$ cat src/rtl/sign_narrow_pipe_pkg.sv
// Shared definitions for the narrowing pipe: buffer occupancy states and
// saturation constants computed for any output width.
package sign_narrow_pipe_pkg;

    typedef enum logic [1:0] {
        ST_EMPTY = 2'd0,
        ST_ONE   = 2'd1,
        ST_TWO   = 2'd2
    } state_e;

    localparam int SAT_MAX_W = 64;

    function automatic logic [SAT_MAX_W-1:0] sat_smax(input int w);
        return (SAT_MAX_W'(1) << (w - 1)) - SAT_MAX_W'(1);
    endfunction

    function automatic logic [SAT_MAX_W-1:0] sat_smin(input int w);
        return SAT_MAX_W'(1) << (w - 1);
    endfunction

    function automatic logic [SAT_MAX_W-1:0] sat_umax(input int w);
        return (SAT_MAX_W'(1) << w) - SAT_MAX_W'(1);
    endfunction

endpackage

$ cat src/rtl/sign_narrow_pipe_if.sv
// Valid/ready stream bundle for the narrowing pipe: wide words in, narrowed words out.
interface sign_narrow_pipe_if #(
    parameter int IN_W  = 32,
    parameter int OUT_W = 16
);
    logic             in_valid_i;
    logic             in_ready_o;
    logic [IN_W-1:0]  data_i;
    logic             unsigned_i;
    logic             out_valid_o;
    logic             out_ready_i;
    logic [OUT_W-1:0] data_o;
    logic             ovf_o;

    modport slave (
        input  in_valid_i, data_i, unsigned_i, out_ready_i,
        output in_ready_o, out_valid_o, data_o, ovf_o
    );

    modport master (
        output in_valid_i, data_i, unsigned_i, out_ready_i,
        input  in_ready_o, out_valid_o, data_o, ovf_o
    );
endinterface

$ cat src/rtl/sign_narrow_pipe_narrow_check.sv
// Combinational narrowing: decides whether a wide value survives re-extension
// and produces the OUT_W-bit result (saturated or truncated) plus an overflow flag.
module sign_narrow_pipe_narrow_check
    import sign_narrow_pipe_pkg::*;
#(
    parameter int IN_W     = 32,
    parameter int OUT_W    = 16,
    parameter int SATURATE = 1
) (
    input  logic signed [IN_W-1:0]  data_i,
    input  logic                    unsigned_i,
    output logic        [OUT_W-1:0] data_o,
    output logic                    ovf_o
);
    localparam logic [SAT_MAX_W-1:0] SMAX_W = sat_smax(OUT_W);
    localparam logic [SAT_MAX_W-1:0] SMIN_W = sat_smin(OUT_W);
    localparam logic [SAT_MAX_W-1:0] UMAX_W = sat_umax(OUT_W);
    localparam logic [OUT_W-1:0]     SMAX   = SMAX_W[OUT_W-1:0];
    localparam logic [OUT_W-1:0]     SMIN   = SMIN_W[OUT_W-1:0];
    localparam logic [OUT_W-1:0]     UMAX   = UMAX_W[OUT_W-1:0];

    function automatic logic [OUT_W-1:0] sat_word(input logic neg, input logic uns);
        if (uns) return UMAX;
        if (neg) return SMIN;
        return SMAX;
    endfunction

    logic [IN_W-OUT_W:0]   hi_s;
    logic [IN_W-OUT_W-1:0] hi_u;
    logic                  fit;

    // Signed fit includes the output sign bit in the run that must be uniform.
    always_comb begin
        hi_s   = data_i[IN_W-1:OUT_W-1];
        hi_u   = data_i[IN_W-1:OUT_W];
        fit    = unsigned_i ? ~(|hi_u) : ((&hi_s) | ~(|hi_s));
        ovf_o  = ~fit;
        data_o = data_i[OUT_W-1:0];
        if (!fit && (SATURATE != 0)) data_o = sat_word(data_i[IN_W-1], unsigned_i);
    end
endmodule

$ cat src/rtl/sign_narrow_pipe.sv
// Registered narrowing stage with an output register plus one skid entry,
// full throughput on valid/ready, and a saturating overflow event counter.
module sign_narrow_pipe
    import sign_narrow_pipe_pkg::*;
#(
    parameter int IN_W     = 32,
    parameter int OUT_W    = 16,
    parameter int SATURATE = 1,
    parameter int CNT_W    = 16
) (
    input  logic              clk_i,
    input  logic              rst_i,
    sign_narrow_pipe_if.slave bus,
    input  logic              clr_cnt_i,
    output logic [CNT_W-1:0]  ovf_cnt_o
);
    localparam int ENT_W = OUT_W + 1;

    state_e            state_q, state_d;
    logic [ENT_W-1:0]  or_q, or_d;
    logic [ENT_W-1:0]  sk_q, sk_d;
    logic              in_ready_q, in_ready_d;
    logic [CNT_W-1:0]  cnt_q, cnt_d;
    logic [OUT_W-1:0]  nw_data;
    logic              nw_ovf;
    logic [ENT_W-1:0]  nw;
    logic              accept, emit, out_valid;

    sign_narrow_pipe_narrow_check #(
        .IN_W     (IN_W),
        .OUT_W    (OUT_W),
        .SATURATE (SATURATE)
    ) u_chk (
        .data_i     (bus.data_i),
        .unsigned_i (bus.unsigned_i),
        .data_o     (nw_data),
        .ovf_o      (nw_ovf)
    );

    assign nw        = {nw_ovf, nw_data};
    assign out_valid = (state_q != ST_EMPTY);
    assign accept    = bus.in_valid_i & in_ready_q;
    assign emit      = out_valid & bus.out_ready_i;

    always_ff @(posedge clk_i or negedge rst_i) begin
        if (!rst_i) state_q <= ST_EMPTY;
        else        state_q <= state_d;
    end

    always_ff @(posedge clk_i or negedge rst_i) begin
        if (!rst_i) begin
            or_q       <= '0;
            sk_q       <= '0;
            in_ready_q <= 1'b1;
            cnt_q      <= '0;
        end else begin
            or_q       <= or_d;
            sk_q       <= sk_d;
            in_ready_q <= in_ready_d;
            cnt_q      <= cnt_d;
        end
    end

    always_comb begin
        state_d = state_q;
        case (state_q)
            ST_EMPTY: if (accept) state_d = ST_ONE;
            ST_ONE: begin
                if (accept && !emit)      state_d = ST_TWO;
                else if (!accept && emit) state_d = ST_EMPTY;
            end
            ST_TWO:   if (emit) state_d = ST_ONE;
            default:  state_d = ST_EMPTY;
        endcase
    end

    // Ready is registered from the next state so it drops together with SK filling.
    always_comb begin
        or_d = or_q;
        sk_d = sk_q;
        case (state_q)
            ST_EMPTY: if (accept) or_d = nw;
            ST_ONE: begin
                if (accept && emit) or_d = nw;
                else if (accept)    sk_d = nw;
            end
            ST_TWO:   if (emit) or_d = sk_q;
            default:  or_d = or_q;
        endcase
        in_ready_d = (state_d != ST_TWO);
        cnt_d = cnt_q;
        if (clr_cnt_i)                            cnt_d = '0;
        else if (accept && nw_ovf && !(&cnt_q))   cnt_d = cnt_q + CNT_W'(1);
    end

    always_comb begin
        bus.out_valid_o = out_valid;
        bus.data_o      = or_q[OUT_W-1:0];
        bus.ovf_o       = or_q[OUT_W];
        bus.in_ready_o  = in_ready_q;
        ovf_cnt_o       = cnt_q;
    end
endmodule

$ cat src/flat_wrapper.sv
// flat-port wrapper written by rule: the top's interface ports become plain ports
module sign_narrow_pipe_flat import sign_narrow_pipe_pkg::*;
#(
    parameter int IN_W     = 32,
    parameter int OUT_W    = 16,
    parameter int SATURATE = 1,
    parameter int CNT_W    = 16
)
  (clk_i, rst_i, clr_cnt_i, ovf_cnt_o, bus_in_valid_i, bus_data_i, bus_unsigned_i, bus_out_ready_i, bus_in_ready_o, bus_out_valid_o, bus_data_o, bus_ovf_o);
  sign_narrow_pipe_if #(.IN_W(IN_W), .OUT_W(OUT_W)) bus_i ();
  input  logic clk_i;
  input  logic rst_i;
  input  logic clr_cnt_i;
  output logic [CNT_W-1:0] ovf_cnt_o;
  input wire logic [$bits(bus_i.in_valid_i)-1:0] bus_in_valid_i;
  input wire logic [$bits(bus_i.data_i)-1:0] bus_data_i;
  input wire logic [$bits(bus_i.unsigned_i)-1:0] bus_unsigned_i;
  input wire logic [$bits(bus_i.out_ready_i)-1:0] bus_out_ready_i;
  output wire logic [$bits(bus_i.in_ready_o)-1:0] bus_in_ready_o;
  output wire logic [$bits(bus_i.out_valid_o)-1:0] bus_out_valid_o;
  output wire logic [$bits(bus_i.data_o)-1:0] bus_data_o;
  output wire logic [$bits(bus_i.ovf_o)-1:0] bus_ovf_o;
  assign bus_i.in_valid_i = bus_in_valid_i;
  assign bus_i.data_i = bus_data_i;
  assign bus_i.unsigned_i = bus_unsigned_i;
  assign bus_i.out_ready_i = bus_out_ready_i;
  assign bus_in_ready_o = bus_i.in_ready_o;
  assign bus_out_valid_o = bus_i.out_valid_o;
  assign bus_data_o = bus_i.data_o;
  assign bus_ovf_o = bus_i.ovf_o;
  sign_narrow_pipe #(.IN_W(IN_W), .OUT_W(OUT_W), .SATURATE(SATURATE), .CNT_W(CNT_W)) u_core (.clk_i(clk_i), .rst_i(rst_i), .bus(bus_i), .clr_cnt_i(clr_cnt_i), .ovf_cnt_o(ovf_cnt_o));
endmodule
$ cat config.mk
export PLATFORM = sky130hd
export DESIGN_NAME = sign_narrow_pipe_flat
export DESIGN_NICKNAME = d
export VERILOG_FILES = /design/src/rtl/sign_narrow_pipe_pkg.sv /design/src/rtl/sign_narrow_pipe_if.sv /design/src/rtl/sign_narrow_pipe_narrow_check.sv /design/src/rtl/sign_narrow_pipe.sv /design/src/flat_wrapper.sv
export SDC_FILE = /design/constraint.sdc
export NUM_CORES = 1
export LEC_CHECK = 0
export ABC_CLOCK_PERIOD_IN_PS = 5250
export BUFFER_PORTS_ARGS = -buffer_cell sky130_fd_sc_hd__buf_2
export CORE_MARGIN = 10
export CORE_UTILIZATION = 39
export CTS_BUF_LIST = sky130_fd_sc_hd__clkbuf_4 sky130_fd_sc_hd__clkbuf_8 sky130_fd_sc_hd__clkbuf_16
export DETAILED_ROUTE_END_ITERATION = 10
export GPL_TIMING_DRIVEN = 1
export PLACE_DENSITY_LB_ADDON = 0.25
export SETUP_SLACK_MARGIN = 0.1
export SYNTH_ARGS = -nofsm -noshare
export SYNTH_HDL_FRONTEND = slang
export SYNTH_SLANG_ARGS = --single-unit
$ cat constraint.sdc
create_clock -name clk_i -period 5.25 [get_ports clk_i]
set_input_delay 0.2625 -clock clk_i [delete_from_list [all_inputs] [get_ports clk_i]]
set_output_delay 0.2625 -clock clk_i [all_outputs]
set_load 0.05 [all_outputs]
==> results_dict.tcl, run 1 <==
set metrics [dict create \
    status "finished, final reports clean" \
    drt-initial-drc-count 132 \
    drc_errors 0 \
    startpoint "u_core.ovf_cnt_o[0]" \
    syn_nets 332 \
    die_w_um 106 \
    clk_pin_slew_ns 0.10 \
    ys.flop_type "dfrtp_1" \
    cts_max_level 2 \
    critical_path_class "flip-flop to flip-flop" \
    layout_min_cycle_time_ns 2.44 \
    hold_violations 0 \
    ir_worst_vdd_uv 130 \
    grt_first_pass_wirelength_um 11800 \
    p_leak_nw 1.38 \
    fin_hold_ws_ns 0.0735 \
    setup_viol 0 \
    start_util 0.398 \
    p_int_mw 0.764 \
    cp_max_fo 21 \
    hold_class "input port to asynchronous set/reset pin" \
    grt_overflow 0 \
    drt_wl_total_um 7020 \
    worstPathCellList "ha_1 > nand4_1 > or4_4 > o21ai_2 > nor3_2 > mux2_4" \
    clockBufferDepth 2 \
    io_buffers 72 \
    required_ns 5.45 \
    combPwrFrac 0.385 \
    post_dp_cell_area_um2 3230 \
    avgSynthCellArea_um2 9.74 \
    cp-end-kind "flip-flop" \
    power_frac_clock 0.178 \
    cts_resized 0 \
    seqPwrFrac 0.438 \
    vias 2455 \
    dp_hpwl_um 4910 \
    synth_edf_count 0 \
    power.switching_mw 0.570 \
    cap_viol_max_count 0 \
    row_count 31 \
    avgViaCountPerCell 5.41 \
    worstPathArrival_ns 2.64 \
    synth_cells 293 \
    p_total_mw 1.33 \
    cts_setup_buffers 0 \
    worst_pin_slew_ns 1.12 \
    die-area_um2 11100 \
    ioPinCount 73 \
    cp-start-kind "flip-flop" \
    wl_per_cell_um 15.5 \
    synth_top_area_frac 0.456 \
    drt_first_pass_iters 4 \
    grt_max_degree 54 \
    tns_ns 0 \
    syn_to_final_growth_pct 16.2 \
    core_um2 7180 \
    rsz0062_at_grt "false" \
    fin_nets 393 \
    ys_top_cells_by_area "dfrtp_1 46%, nor2_1 7.4%, a221oi_2 5.3%, a31oi_1 4.4%, nand2_1 3.2%" \
    grt_pass1_vias 2411 \
    relSlewSlack 0.254 \
    finalClockSkew_ns 0.00971 \
    crit_buf_inv 0 \
    postCtsHoldBufs 0 \
    crit_cells 6 \
    switching_share 0.427 \
    stdcell_area_um2 3320 \
    yosysTopAreaCell "dfrtp_1" \
    clkLatencyLatePin_ns 0.31 \
    fin_util 0.462 \
    clock_sinks 53 \
    cts_buffers 5 \
    grt_antenna_before_repair 0 \
    drive_gt1_frac 0.341 \
    ys_warn_count 0 \
    power_density_nw_per_um2 402 \
    r2r-start "u_core.ovf_cnt_o[0]" \
    cts_tree "yes" \
    nFillCells 700 \
    groute.usage.overall 0.125 \
    synthArstFlopShare 1.00 \
    critical-path-top-delay-family "simple AND/OR/NAND/NOR gates" \
    synth_cell_types 53 \
    netlist_area_um2 2850 \
    fmaxAchievable_ghz 0.410 \
    worst_path_largest_cell_delay_ns 0.60 \
    postRouteAntennaNets 0 \
    ys_seq_area_frac 0.465 \
    ys_ff_latch 53 \
    cpMaxStageDelayCell "or4_4" \
    drv_slew 0 \
    diodes 0 \
    gp_congestion 0.753 \
    period_share 0.465 \
    die_h_um 106 \
    reg2reg_depth 6 \
    clockRootBuffer "clkbuf_8" \
]
-- kinds of logic after synthesis --
group,synth area share
simple gates,0.240
compound gates,0.210
flops,0.465
buf+inv,0.0566
mux,0.0237
fa+ha+maj,0.00439
-- Yosys cell counts (all sizes together) (6+ instances only) --
cell	number
dfrtp	52
a221oi	15
nor2	56
o31ai	6
clkbuf	9
a21oi	11
nor4	7
o21ai	7
buf	12
nand4	12
a31oi	20
nand2	24
nand3	7
or4	8
inv	6
-- layer usage --
| metal | part of all wire | up-vias | wire length, um | track usage |
|---|---|---|---|---|
| met3 | 0.075 | 8 | 524 | 0.0408 |
| met2 | 0.47 | 68 | 3280 | 0.203 |
| li1 | - | 1210 | - | - |
| met5 | 0 | - | 0 | 0 |
| met4 | 0.010 | 0 | 73 | 0.0377 |
| met1 | 0.45 | 1169 | 3140 | 0.154 |
-- registers in the layout (all words and copies together), names as in the netlist --
| signal | flops |
|---|---|
| u_core.sk_q | 17 |
| u_core.state_q | 2 |
| u_core.bus.in_ready_o | 1 |
| u_core.or_q | 17 |
| u_core.ovf_cnt_o | 16 |
-- area by class of cell --
type | instances | area (um2) | area share
clock buffer | 5 | 68.8 | 0.0208
clock inverter | 3 | 21.3 | 0.00642
inverter | 6 | 22.5 | 0.00679
multi-input combinational | 213 | 1370 | 0.413
sequential | 53 | 1330 | 0.400
tap | 99 | 124 | 0.0374
timing repair buffer | 75 | 383 | 0.115
-- metrics by stage --
stage	std cells	setup WS [ns]
after floorplan	293	2.86
after global placement	446	2.60
after detailed placement	446	2.57
after CTS	454	2.79
after global routing	454	2.62
final	454	2.81
-- final timing paths --
path	slack, ns	endpoint
min reg2reg	0.53	u_core.or_q[16]
max in group asynchronous	4.73	u_core.ovf_cnt_o[13]
min	0.07	u_core.or_q[3]
max	2.81	u_core.ovf_cnt_o[15]
max reg2reg	2.81	u_core.ovf_cnt_o[15]
min in group clk_i	0.22	u_core.or_q[12]
-- cell usage in the layout (no fill, tap or decap), types with 3 or more instances in the layout --
cell type  netlist  routed
o31ai_1          6       6
or3_1            3       3
a31oi_1         20      20
a221oi_1         5       5
mux2_4           3       3
buf_4            6       3
or4_2            5       5
nor4_1           4       4
nor3_1           4       4
nand3_1          6       6
inv_1            6       6
nor4_2           3       3
clkbuf_8         0       5
nand2_1         24      24
a221oi_2        10      10
o21ai_0          5       5
dfrtp_1         52      52
a21o_1           3       3
a21oi_1         11      11
buf_2            2      72
nand4_1         10      10
nor2_1          56      56
-- power by group through the flow --
stage	logic, mW	clock network, mW	registers [mW]
5_1_grt	0.558	0.266	0.601
3_3_place_gp	0.516	0	0.588
6_report	0.513	0.237	0.584
2_1_floorplan	0.231	0	0.757
4_1_cts	0.520	0.247	0.584
3_5_place_dp	0.519	0	0.592
Power figures use the tool's default switching activity.
==> run 2: changes to the inputs <==
ABC_CLOCK_PERIOD_IN_PS = 2100   (was 5250)
clock period = 2.1 ns   (was 5.25 ns; I/O delays follow)
==> run 2 against run 1 <==
Effect of this change: worst setup slack got worse by 2.6 ns; total power increased to 2.5 times the previous value; non-clock buffer count increased by 22; wire length increased by 7.9%; hold slack about the same; critical endpoint is now u_core.ovf_cnt_o[8].
==> results_dict.tcl, run 2 (same netlist as run 1, synthesis figures left out) <==
set metrics [dict create \
    status "finished, final reports clean" \
    clockRootBuffer "clkbuf_8" \
    grt_overflow 0 \
    cts_buffers 5 \
    required_ns 2.34 \
    layout_min_cycle_time_ns 1.94 \
    finalClockSkew_ns 0.00856 \
    die_h_um 106 \
    post_dp_cell_area_um2 3390 \
    fin_nets 415 \
    grt_first_pass_wirelength_um 12800 \
    drt-initial-drc-count 90 \
    drt_wl_total_um 7570 \
    p_leak_nw 1.51 \
    p_total_mw 3.40 \
    clock_sinks 53 \
    clkLatencyLatePin_ns 0.31 \
    drt_first_pass_iters 6 \
    cts_max_level 2 \
    cap_viol_max_count 0 \
    syn_to_final_growth_pct 24.2 \
    cp_max_fo 7 \
    row_count 31 \
    worst_pin_slew_ns 0.401 \
    drc_errors 0 \
    cts_tree "yes" \
    start_util 0.398 \
    cp-start-kind "flip-flop" \
    die_w_um 106 \
    grt_max_degree 35 \
    avgViaCountPerCell 5.33 \
    postRouteAntennaNets 0 \
    cp-end-kind "flip-flop" \
    clockBufferDepth 2 \
    grt_pass1_vias 2598 \
    die-area_um2 11100 \
    ioPinCount 73 \
    relSlewSlack 0.733 \
    worstPathArrival_ns 2.18 \
    power_density_nw_per_um2 960 \
    dp_hpwl_um 5660 \
    io_buffers 72 \
    wl_per_cell_um 15.9 \
    grt_antenna_before_repair 0 \
    final_common_cell "buf_2" \
    hold_violations 0 \
    core_um2 7180 \
    gp_congestion 0.841 \
    drive_gt1_frac 0.393 \
    ir_worst_vdd_uv 363 \
    hold_class "input port to flip-flop" \
    stdcell_area_um2 3540 \
    critical_path_class "flip-flop to flip-flop" \
    clk_pin_slew_ns 0.10 \
    setup_viol 0 \
    drv_slew 0 \
    most-common-layout-cells "72 x buf_2, 56 x nor2_1, 50 x dfrtp_1" \
    groute.usage.overall 0.135 \
    diodes 0 \
    rsz0062_at_grt "false" \
    period_share 0.925 \
    vias 2535 \
    fmaxAchievable_ghz 0.515 \
]
-- run 2: power breakdown --
group,internal [mW],leakage (nW),switching (mW)
clock,0.249,0.0408,0.346
sequential,1.30,0.592,0.155
combinational,0.417,0.874,0.933
total,1.97,1.51,1.43
-- run 2: layout make-up --
| type | count | area (um2) |
|---|---|---|
| Tap cell | 99 | 124 |
| Multi-Input combinational cell | 213 | 1410 |
| Clock buffer | 6 | 76.3 |
| Clock inverter | 2 | 15.0 |
| Fill cell | 705 | 3630 |
| Inverter | 6 | 22.5 |
| Sequential cell | 53 | 1330 |
| Timing Repair Buffer | 97 | 567 |
-- run 2: repair_timing --
action / 4_1_cts / 5_1_grt
pin swaps: 0 / 1
setup endpoints to repair: 1 / 8
hold buffers: 1 / 0
resized for setup: 0 / 6
setup buffers: 1 / 2
endpoints found under the hold margin: 14 / 0
-- run 2: final timing paths --
path | to | start | slack, ns | cells past startpoint
hold / removal | u_core.or_q[0] | bus_data_i[0] | 0.07 | 3
max in group asynchronous | u_core.sk_q[5] | rst_i | 1.19 | 3
setup / recovery | u_core.ovf_cnt_o[8] | u_core.ovf_cnt_o[1] | 0.16 | 7
min in group asynchronous | u_core.state_q[0] | rst_i | 0.26 | 2
hold reg to reg | u_core.or_q[15] | u_core.or_q[15] | 0.54 | 1
setup reg to reg | u_core.ovf_cnt_o[8] | u_core.ovf_cnt_o[1] | 0.16 | 7
-- run 2: layer usage --
layer / wire length (um) / vias up / GRT usage
met5: 0 / - / 0
met4: 59 / 0 / 0.0261
met3: 427 / 6 / 0.0402
met2: 3800 / 53 / 0.238
met1: 3280 / 1225 / 0.160
li1: - / 1251 / -
-- run 2: through the flow --
step	setup slack, ns	hold WS [ns]	util	TNS (ns)	std cells
finish	0.158	0.0734	0.494	0	476
global route	0.0943	0.0751	0.494	0	476
CTS	0.101	0.0630	0.487	0	474
detailed placement	0.119	0.0569	0.472	0	464
global placement	0.161	0.0561	0.472	0	464
floorplan	-0.0811	-0.191	-	-0.461	293
-- run 2: worst max-delay path, stage by stage (launching register included) --
cell and delay [ns]:
dfrtp_2 0.45, ha_4 0.17, nand4_1 0.10, or4_4 0.15, o21ai_4 0.08, buf_4 0.17, or4_2 0.62, a21oi_2 0.14
